`src/rtl/aurora_pkg.sv`:
```
// Shared Aurora transmit-path types and constants: ordered-set kinds,
// 64B/66B sync headers, block-type bytes, gearbox geometry and the
// scrambler helper used by tx_block_encoder.
package aurora_pkg;

    // Block kind presented by data_controller every cycle
    typedef enum logic [2:0] {
        OS_IDLE = 3'd0,
        OS_DATA = 3'd1,
        OS_CC   = 3'd2,
        OS_SEP  = 3'd3,
        OS_SEP7 = 3'd4
    } ordered_sets_e;

    // 64B/66B sync headers
    localparam logic [1:0] SYNC_DATA = 2'b01;
    localparam logic [1:0] SYNC_CTRL = 2'b10;

    // Control block-type bytes (payload byte 0) and clock-compensation flag
    localparam logic [7:0] BT_IDLE = 8'h78;
    localparam logic [7:0] BT_SEP  = 8'h1E;
    localparam logic [7:0] BT_SEP7 = 8'hE1;
    localparam logic [7:0] CC_FLAG = 8'h80;

    // Block and gearbox geometry
    localparam int BLOCK_SIZE     = 66;
    localparam int PAYLOAD_W      = 64;
    localparam int GEARBOX_PERIOD = 33;

    // Scrambler x^58 + x^39 + 1
    localparam int SCR_W   = 58;
    localparam int SCR_TAP = 39;
    localparam logic [SCR_W-1:0] SCR_INIT = 58'h3FF_FFFF_FFFF_FFFF;

    // A 66-bit block: sync header in the two LSBs, payload above it
    typedef struct packed {
        logic [PAYLOAD_W-1:0] payload;
        logic [1:0]           sync;
    } block_t;

    // Scrambles one payload, bit 0 first. state[SCR_W-1] is the most recently
    // scrambled bit, so bit i looks back through a combined history where
    // the first SCR_W entries are the previous block's tail. The next state
    // is simply the top SCR_W scrambled bits of this payload.
    function automatic logic [PAYLOAD_W-1:0] scramble_payload(
        input logic [PAYLOAD_W-1:0] p,
        input logic [SCR_W-1:0]     state
    );
        logic [SCR_W+PAYLOAD_W-1:0] hist;
        hist = '0;
        hist[SCR_W-1:0] = state;
        for (int i = 0; i < PAYLOAD_W; i++) begin
            hist[SCR_W+i] = p[i] ^ hist[i+SCR_W-SCR_TAP] ^ hist[i];
        end
        return hist[SCR_W+PAYLOAD_W-1:SCR_W];
    endfunction

endpackage

```
`src/rtl/tx_gearbox.sv`:
```
// 66-to-64 gearbox. Owns the 0..32 sequence counter, the leftover-bit
// residue and the upstream ready. Every 33 cycles it consumes 32 blocks and
// spends the last slot draining the 64-bit residue, so the output word
// stream is continuous with bit 0 of each word transmitted first.
module tx_gearbox
    import aurora_pkg::*;
(
    input  logic                  clk_data,
    input  logic                  rst,
    input  logic [BLOCK_SIZE-1:0] blk,
    output logic                  in_ready,
    output logic [63:0]           tx_data,
    output logic                  tx_valid
);

    localparam logic [5:0] SEQ_LAST  = 6'(GEARBOX_PERIOD - 1);
    localparam logic [5:0] SEQ_STALL = 6'(GEARBOX_PERIOD - 2);

    logic [5:0]   seq;
    logic [63:0]  residue;
    logic         primed;
    logic [127:0] shifted;
    logic [63:0]  word_next;
    logic [63:0]  residue_next;

    // The block arriving at seq 32 would have nowhere to go, so upstream is
    // held off one cycle earlier; stage 1 is then empty during the drain.
    assign in_ready = (seq != SEQ_STALL);

    // Place the new block above the 2*seq residue bits; whatever spills past
    // bit 63 becomes the next residue. The last slot only drains the residue.
    always_comb begin
        shifted      = {62'b0, blk} << {seq, 1'b0};
        word_next    = shifted[63:0] | residue;
        residue_next = shifted[127:64];
        if (seq == SEQ_LAST) begin
            word_next    = residue;
            residue_next = '0;
        end
    end

    // Sequence, residue and output registers; tx_valid follows one cycle
    // behind 'primed' so the word built from the post-reset empty stage 1
    // is not flagged.
    always_ff @(posedge clk_data) begin
        if (rst) begin
            seq      <= '0;
            residue  <= '0;
            tx_data  <= '0;
            primed   <= 1'b0;
            tx_valid <= 1'b0;
        end else begin
            seq      <= (seq == SEQ_LAST) ? 6'd0 : seq + 6'd1;
            residue  <= residue_next;
            tx_data  <= word_next;
            primed   <= 1'b1;
            tx_valid <= primed;
        end
    end

endmodule

```
`src/rtl/tx_block_encoder.sv`:
```
// Transmit-side 64B/66B block encoder. Turns each accepted ordered set and
// payload into a 66-bit block (sync header + block type), optionally
// scrambles the payload, registers it (stage 1) and hands it to tx_gearbox
// (stage 2), which produces the continuous 64-bit word stream.
// Build option: define AURORA_SCRAMBLER_EN to enable the x^58+x^39+1
// self-synchronous scrambler; without it the payload passes unscrambled and
// no scrambler state is built. Timing is identical either way.
module tx_block_encoder
    import aurora_pkg::*;
(
    input  logic          clk_data,
    input  logic          rst,
    input  ordered_sets_e ordered_sets,
    input  logic [63:0]   data_in,
    output logic          in_ready,
    output logic [63:0]   tx_data,
    output logic          tx_valid
);

    logic [PAYLOAD_W-1:0] payload;
    logic [PAYLOAD_W-1:0] payload_tx;
    logic [1:0]           sync;
    block_t               blk_q;

    // Map the ordered set to sync header and payload; unknown kinds are
    // sent as IDLE so the link never carries an undefined block type.
    always_comb begin
        sync    = SYNC_CTRL;
        payload = {56'b0, BT_IDLE};
        case (ordered_sets)
            OS_DATA: begin
                sync    = SYNC_DATA;
                payload = data_in;
            end
            OS_CC:   payload = {48'b0, CC_FLAG, BT_IDLE};
            OS_SEP:  payload = {data_in[63:16], data_in[7:0], BT_SEP};
            OS_SEP7: payload = {data_in[63:8], BT_SEP7};
            default: payload = {56'b0, BT_IDLE};
        endcase
    end

`ifdef AURORA_SCRAMBLER_EN
    logic [SCR_W-1:0] scr_state;

    assign payload_tx = scramble_payload(payload, scr_state);

    // Scrambler history advances only when a block is actually accepted,
    // keeping it in step with the bits that reach the gearbox.
    always_ff @(posedge clk_data) begin
        if (rst) begin
            scr_state <= SCR_INIT;
        end else if (in_ready) begin
            scr_state <= payload_tx[PAYLOAD_W-1:PAYLOAD_W-SCR_W];
        end
    end
`else
    assign payload_tx = payload;
`endif

    // Stage 1: capture the encoded block; it is cleared by reset so the
    // gearbox's first slot after reset contributes only zeros.
    always_ff @(posedge clk_data) begin
        if (rst) begin
            blk_q <= '0;
        end else if (in_ready) begin
            blk_q.payload <= payload_tx;
            blk_q.sync    <= sync;
        end
    end

    tx_gearbox u_gearbox (
        .clk_data (clk_data),
        .rst      (rst),
        .blk      (blk_q),
        .in_ready (in_ready),
        .tx_data  (tx_data),
        .tx_valid (tx_valid)
    );

endmodule

```
`config.mk`:
```
export PLATFORM = sky130hd
export DESIGN_NAME = tx_block_encoder
export DESIGN_NICKNAME = d
export VERILOG_FILES = /design/src/rtl/aurora_pkg.sv /design/src/rtl/tx_gearbox.sv /design/src/rtl/tx_block_encoder.sv
export SDC_FILE = /design/constraint.sdc
export NUM_CORES = 1
export LEC_CHECK = 0
export ABC_AREA = 1
export CAP_MARGIN = 20
export CELL_PAD_IN_SITES_DETAIL_PLACEMENT = 1
export CELL_PAD_IN_SITES_GLOBAL_PLACEMENT = 1
export CORE_ASPECT_RATIO = 1.4
export CORE_MARGIN = 2
export CORE_UTILIZATION = 38
export DETAILED_ROUTE_END_ITERATION = 10
export HOLD_SLACK_MARGIN = 0.02
export PLACE_DENSITY = 0.78
export SLEW_MARGIN = 20
export SYNTH_ARGS = -nofsm -noshare
export SYNTH_HDL_FRONTEND = slang
export SYNTH_SLANG_ARGS = --single-unit
export TNS_END_PERCENT = 50
```
`constraint.sdc`:
```
create_clock -name clk_data -period 5.4 [get_ports clk_data]
set_clock_uncertainty 0.1 [all_clocks]
set_input_delay 0.81 -clock clk_data [delete_from_list [all_inputs] [get_ports clk_data]]
set_output_delay 0.81 -clock clk_data [all_outputs]
set_load 0.03 [all_outputs]
```
# Word-level counts from Yosys, hierarchy flattened

Index checks and enable logic that the tools add are counted.

Output and inout port bits: 66
Flip-flop bits (word level): 202

Eq/ne operators: 6
Shift-type cells: 1
Mux-type cells: 4
Bitwise operators: 1
$add $sub $neg: 1
Reductions and logical operators: 1

Operators by type and width:

| cell                | number |
|---|---|
| $pmux 64 s4         | 1 |
| $shl 66x7->128      | 1 |
| $mux 64             | 1 |
| $or 64x64->64       | 1 |
| $add 6x1->6 const B | 1 |
| $eq 3x2->1 const B  | 2 |
| $eq 6x6->1 const B  | 1 |
| $ne 6x5->1 const B  | 1 |
| $eq 3x1->1 const B  | 1 |
| $eq 3x3->1 const B  | 1 |
| $mux 2              | 1 |
| $reduce_or 2->1     | 1 |
| $mux 1              | 1 |

# Longest topological paths before layout

Depth after elaboration: 3
Depth in mapped cells: 13

# Modules after synthesis

A second synthesis with hierarchy kept.

Cells, all modules: 1,799
Area, all modules: 11,544.8 µm²

By module, submodules not included:

| module           | instances | area each (µm²) | cells each |
|---|---|---|---|
| tx_gearbox       | 1         | 8,846.0         | 1,460 |
| tx_block_encoder | 1         | 2,698.8         | 339 |

# Worst setup path before layout

Ideal clock, no wire load.

Kind: register to output
From: reg u_gearbox.seq[0]
To: out in_ready
Buffers on the path: 2
Data required time: 4,490 ps
Arrival time: 1,322 ps
Setup slack: 3,168 ps
Cell stages (with the launch flop): 7
Path through: dfxtp_1 ha_1 nand2_1 nor2_1 nand2_1 buf_2 clkbuf_1

Longest elaborated chain between the ends: 1

RTL lines:

| what                   | line                   | RTL |
|---|---|---|
| from (decl)            | tx_gearbox.sv:19       | `logic [5:0] seq;` |
| from (signal assigned) | tx_gearbox.sv:53       | `seq <= (seq == SEQ_LAST) ? 6'd0 : seq + 6'd1;` |
| $ne 6x5->1             | tx_gearbox.sv:28       | `assign in_ready = (seq != SEQ_STALL);` |
| to (decl)              | tx_block_encoder.sv:15 | `output logic in_ready,` |

No other way between the ends.

# Final worst setup path

Ends and elaborated chain as after synthesis.

==> impl_metrics.ini <==
[floorplanning]
die_area_um2 = 30600
die_y_um = 206
start_util_pct = 38.3
design.core.area_um2 = 29000
core.rowCount = 74
io_pins = 135
die_x_um = 149

[critical_path]
r2r_cells = 9
arrival_ns = 2.51
r2r_start = u_gearbox.seq[0]$_SDFF_PP0_
required_ns = 4.49
rrSetupSlack_ns = 2.15
cp-startpoint = u_gearbox.seq[0]$_SDFF_PP0_
worstPathMaxFanout = 28
start_kind = flop
critPathKind = reg -> out
endpoint_kind = output pin

[route]
first_pass_iters = 7
routedWlPerCell_um = 22.5
antenna_left = 0
routed_wl_mm = 49.0
drc_errors = 0
vias = 12700
drt_iter0_markers = 1138
vias_per_cell = 5.83

[synthesis]
ys_seq_area_share_pct = 36.4
syn-instance-count = 1740
syn_area_um2 = 11100
yosysUniqueCellTypes = 31
yosys_warnings = 0
avgSynthCellArea_um2 = 6.39
synth_nets = 1811
ys_seq_elements = 202

[global_routing]
grtUsageTotal_pct = 32.0
grt_max_degree = 72
grt_pass1_wl_mm = 75.2
grt_pass1_vias = 12400
overflow = 0
antenna_found_initial = 0

[power_and_ir_drop]
leakage_nw = 5.42
max-vdd-ir-drop_mv = 0.174
fin_total_pwr_mw = 4.24
powerDensity_nw_per_um2 = 318

[placement]
dp_hpwl_mm = 36.2
io_buffers = 134
place_worst_setup_slack_ns = 2.07
place.gp.congestion = 1.00

[clocking]
post_cts_buffers = 0
cts_tree = yes
cts_resized = 0
postCtsHoldBufs = 0
cts.sinks = 202
worstSkewPairLatency_ns = 0.53
h-tree-depth = 1
path_clk_slew_ns = 0.06
cts-root-buf = clkbuf_16
clock_path_buffers = 3
numCtsBuffers = 22

[sta]
rsz0062_at_grt = false
period_needed_ns = 3.42
period_share_pct = 63.3
finalMaxSlewViolations = 0
tightest_slew_ns = 1.03
layout_setup_ws_ns = 1.98
hold-worst-slack_ns = 0.305
hold_viol_final = 0
max-slew-margin-rel_pct = 31.4
fin_tns_setup_ns = 0
max_freq_ghz = 0.292
finalSetupViolCount = 0

[worst_hold_path]
hold_path_startpoint = u_gearbox.primed$_DFF_P_
worst_hold_path_type = reg -> reg
holdPathStages = 2

[cells_and_area]
nFillCells = 3775
multi_input_area_um2 = 6170
layout-drive-gt1-share_pct = 4.50
final_nets = 1856
antennaDiodeCount = 0
layout.area.seq_um2 = 4050
area_delta_synth_final_pct = 20.0

[outcome]
status = finished clean

[job]
cap_viol_max_count = 0
## registers in the layout, indices dropped and copies added, names as in the netlist
name and count:
u_gearbox.tx_valid 1, blk_q 66, u_gearbox.seq 6, u_gearbox.primed 1, u_gearbox.tx_data 64, u_gearbox.residue 64
## layout by cell type, fill, tap and decap left out, types with 4 or more instances in the layout
| cell type | count |
|---|---|
| nand4_1 | 11 |
| a21oi_1 | 148 |
| nand3_1 | 499 |
| bufinv_16 | 4 |
| o21a_1 | 18 |
| nor3_1 | 11 |
| inv_1 | 77 |
| a31oi_1 | 7 |
| o21ai_1 | 6 |
| dfxtp_1 | 198 |
| clkbuf_16 | 23 |
| buf_4 | 23 |
| o21ai_0 | 86 |
| o211ai_1 | 14 |
| dfxtp_2 | 4 |
| nor2_1 | 42 |
| clkdlybuf4s50_1 | 133 |
| a32o_1 | 7 |
| inv_2 | 9 |
| clkbuf_1 | 4 |
| nand2_1 | 447 |
## final timing paths
path,to
setup reg to reg,u_gearbox.residue[30]$_SDFF_PP0_
hold / removal,u_gearbox.tx_valid$_SDFF_PP0_
setup / recovery,in_ready
hold reg to reg,u_gearbox.tx_valid$_SDFF_PP0_
## routing by layer
| metal | vias to the layer above | routed length (um) | track usage, % |
|---|---|---|---|
| met2 | 467 | 23300 | 53.3 |
| met4 | 0 | 2550 | 15.2 |
| met1 | 6147 | 20200 | 41.3 |
| met3 | 109 | 2900 | 3.75 |
| li1 | 5998 | - | - |
| met5 | - | 0 | 0 |
## cells by family (layout without fill, tap and decap cells)
logic type	after synthesis	in the layout	share of synthesized area (%)
fa+ha+maj	2	2	0.225
flops	202	202	36.4
buf+inv	224	285	8.21
compound gates	289	289	14.3
xor+xnor	1	1	0.0788
simple gates	1022	1022	40.8
## layout make-up
type | count | share of cell area (%)
clock buffers | 30 | 4.74
clock inverters | 10 | 1.22
inverters | 88 | 2.48
multi-input cells | 1314 | 46.3
flip-flops and latches | 202 | 30.4
well taps | 380 | 3.57
repair buffers | 157 | 11.3
## where the power goes
group	leakage, nW	internal [mW]	total [mW]	switching [mW]
logic	3.39	0.303	0.962	0.659
clock network	0.383	1.01	1.66	0.648
registers	1.65	1.57	1.61	0.0444
total	5.42	2.88	4.24	1.35
## worst max-delay path: stages (launching register included)
cell and delay (ns):
dfxtp_2 0.73, ha_1 0.27, nand2_1 0.08, nor2_1 0.20, nand2_2 0.09, clkdlybuf4s50_1 0.61
## synthesized netlist by cell type
cell	count	area share [%]
o21a_1	18	1.2
a21oi_1	148	6.7
nand2_2	1	0.056
nand4_1	11	0.62
nand2_1	448	15
buf_6	1	0.10
clkinv_1	2	0.068
buf_1	28	0.95
o31ai_4	1	0.19
clkbuf_1	62	2.1
a211oi_1	2	0.14
buf_4	3	0.20
xor2_1	1	0.079
o21ai_0	86	3.9
and2_1	1	0.056
buf_2	42	1.9
and3_1	3	0.17
o21ai_1	6	0.27
nand3_1	499	22
nor2_1	44	1.5
inv_2	8	0.27
ha_1	2	0.23
a32o_1	7	0.63
dfxtp_1	202	36
inv_1	78	2.6
a31oi_1	7	0.39
o211ai_1	14	0.95
nor3_1	11	0.50
nor2_4	1	0.10
nor3b_1	1	0.068
nor2_2	2	0.11
## stage by stage
step / instances / instance area, um^2 / utilization [%]
5_1_grt: 2181 / 13300 / 46.0
2_1_floorplan: 1740 / 11100 / -
3_3_place_gp: 2141 / 12500 / 43.3
6_report: 2181 / 13300 / 46.0
3_5_place_dp: 2141 / 12500 / 43.3
4_1_cts: 2181 / 13300 / 46.0
Power figures use the tool's default switching activity.
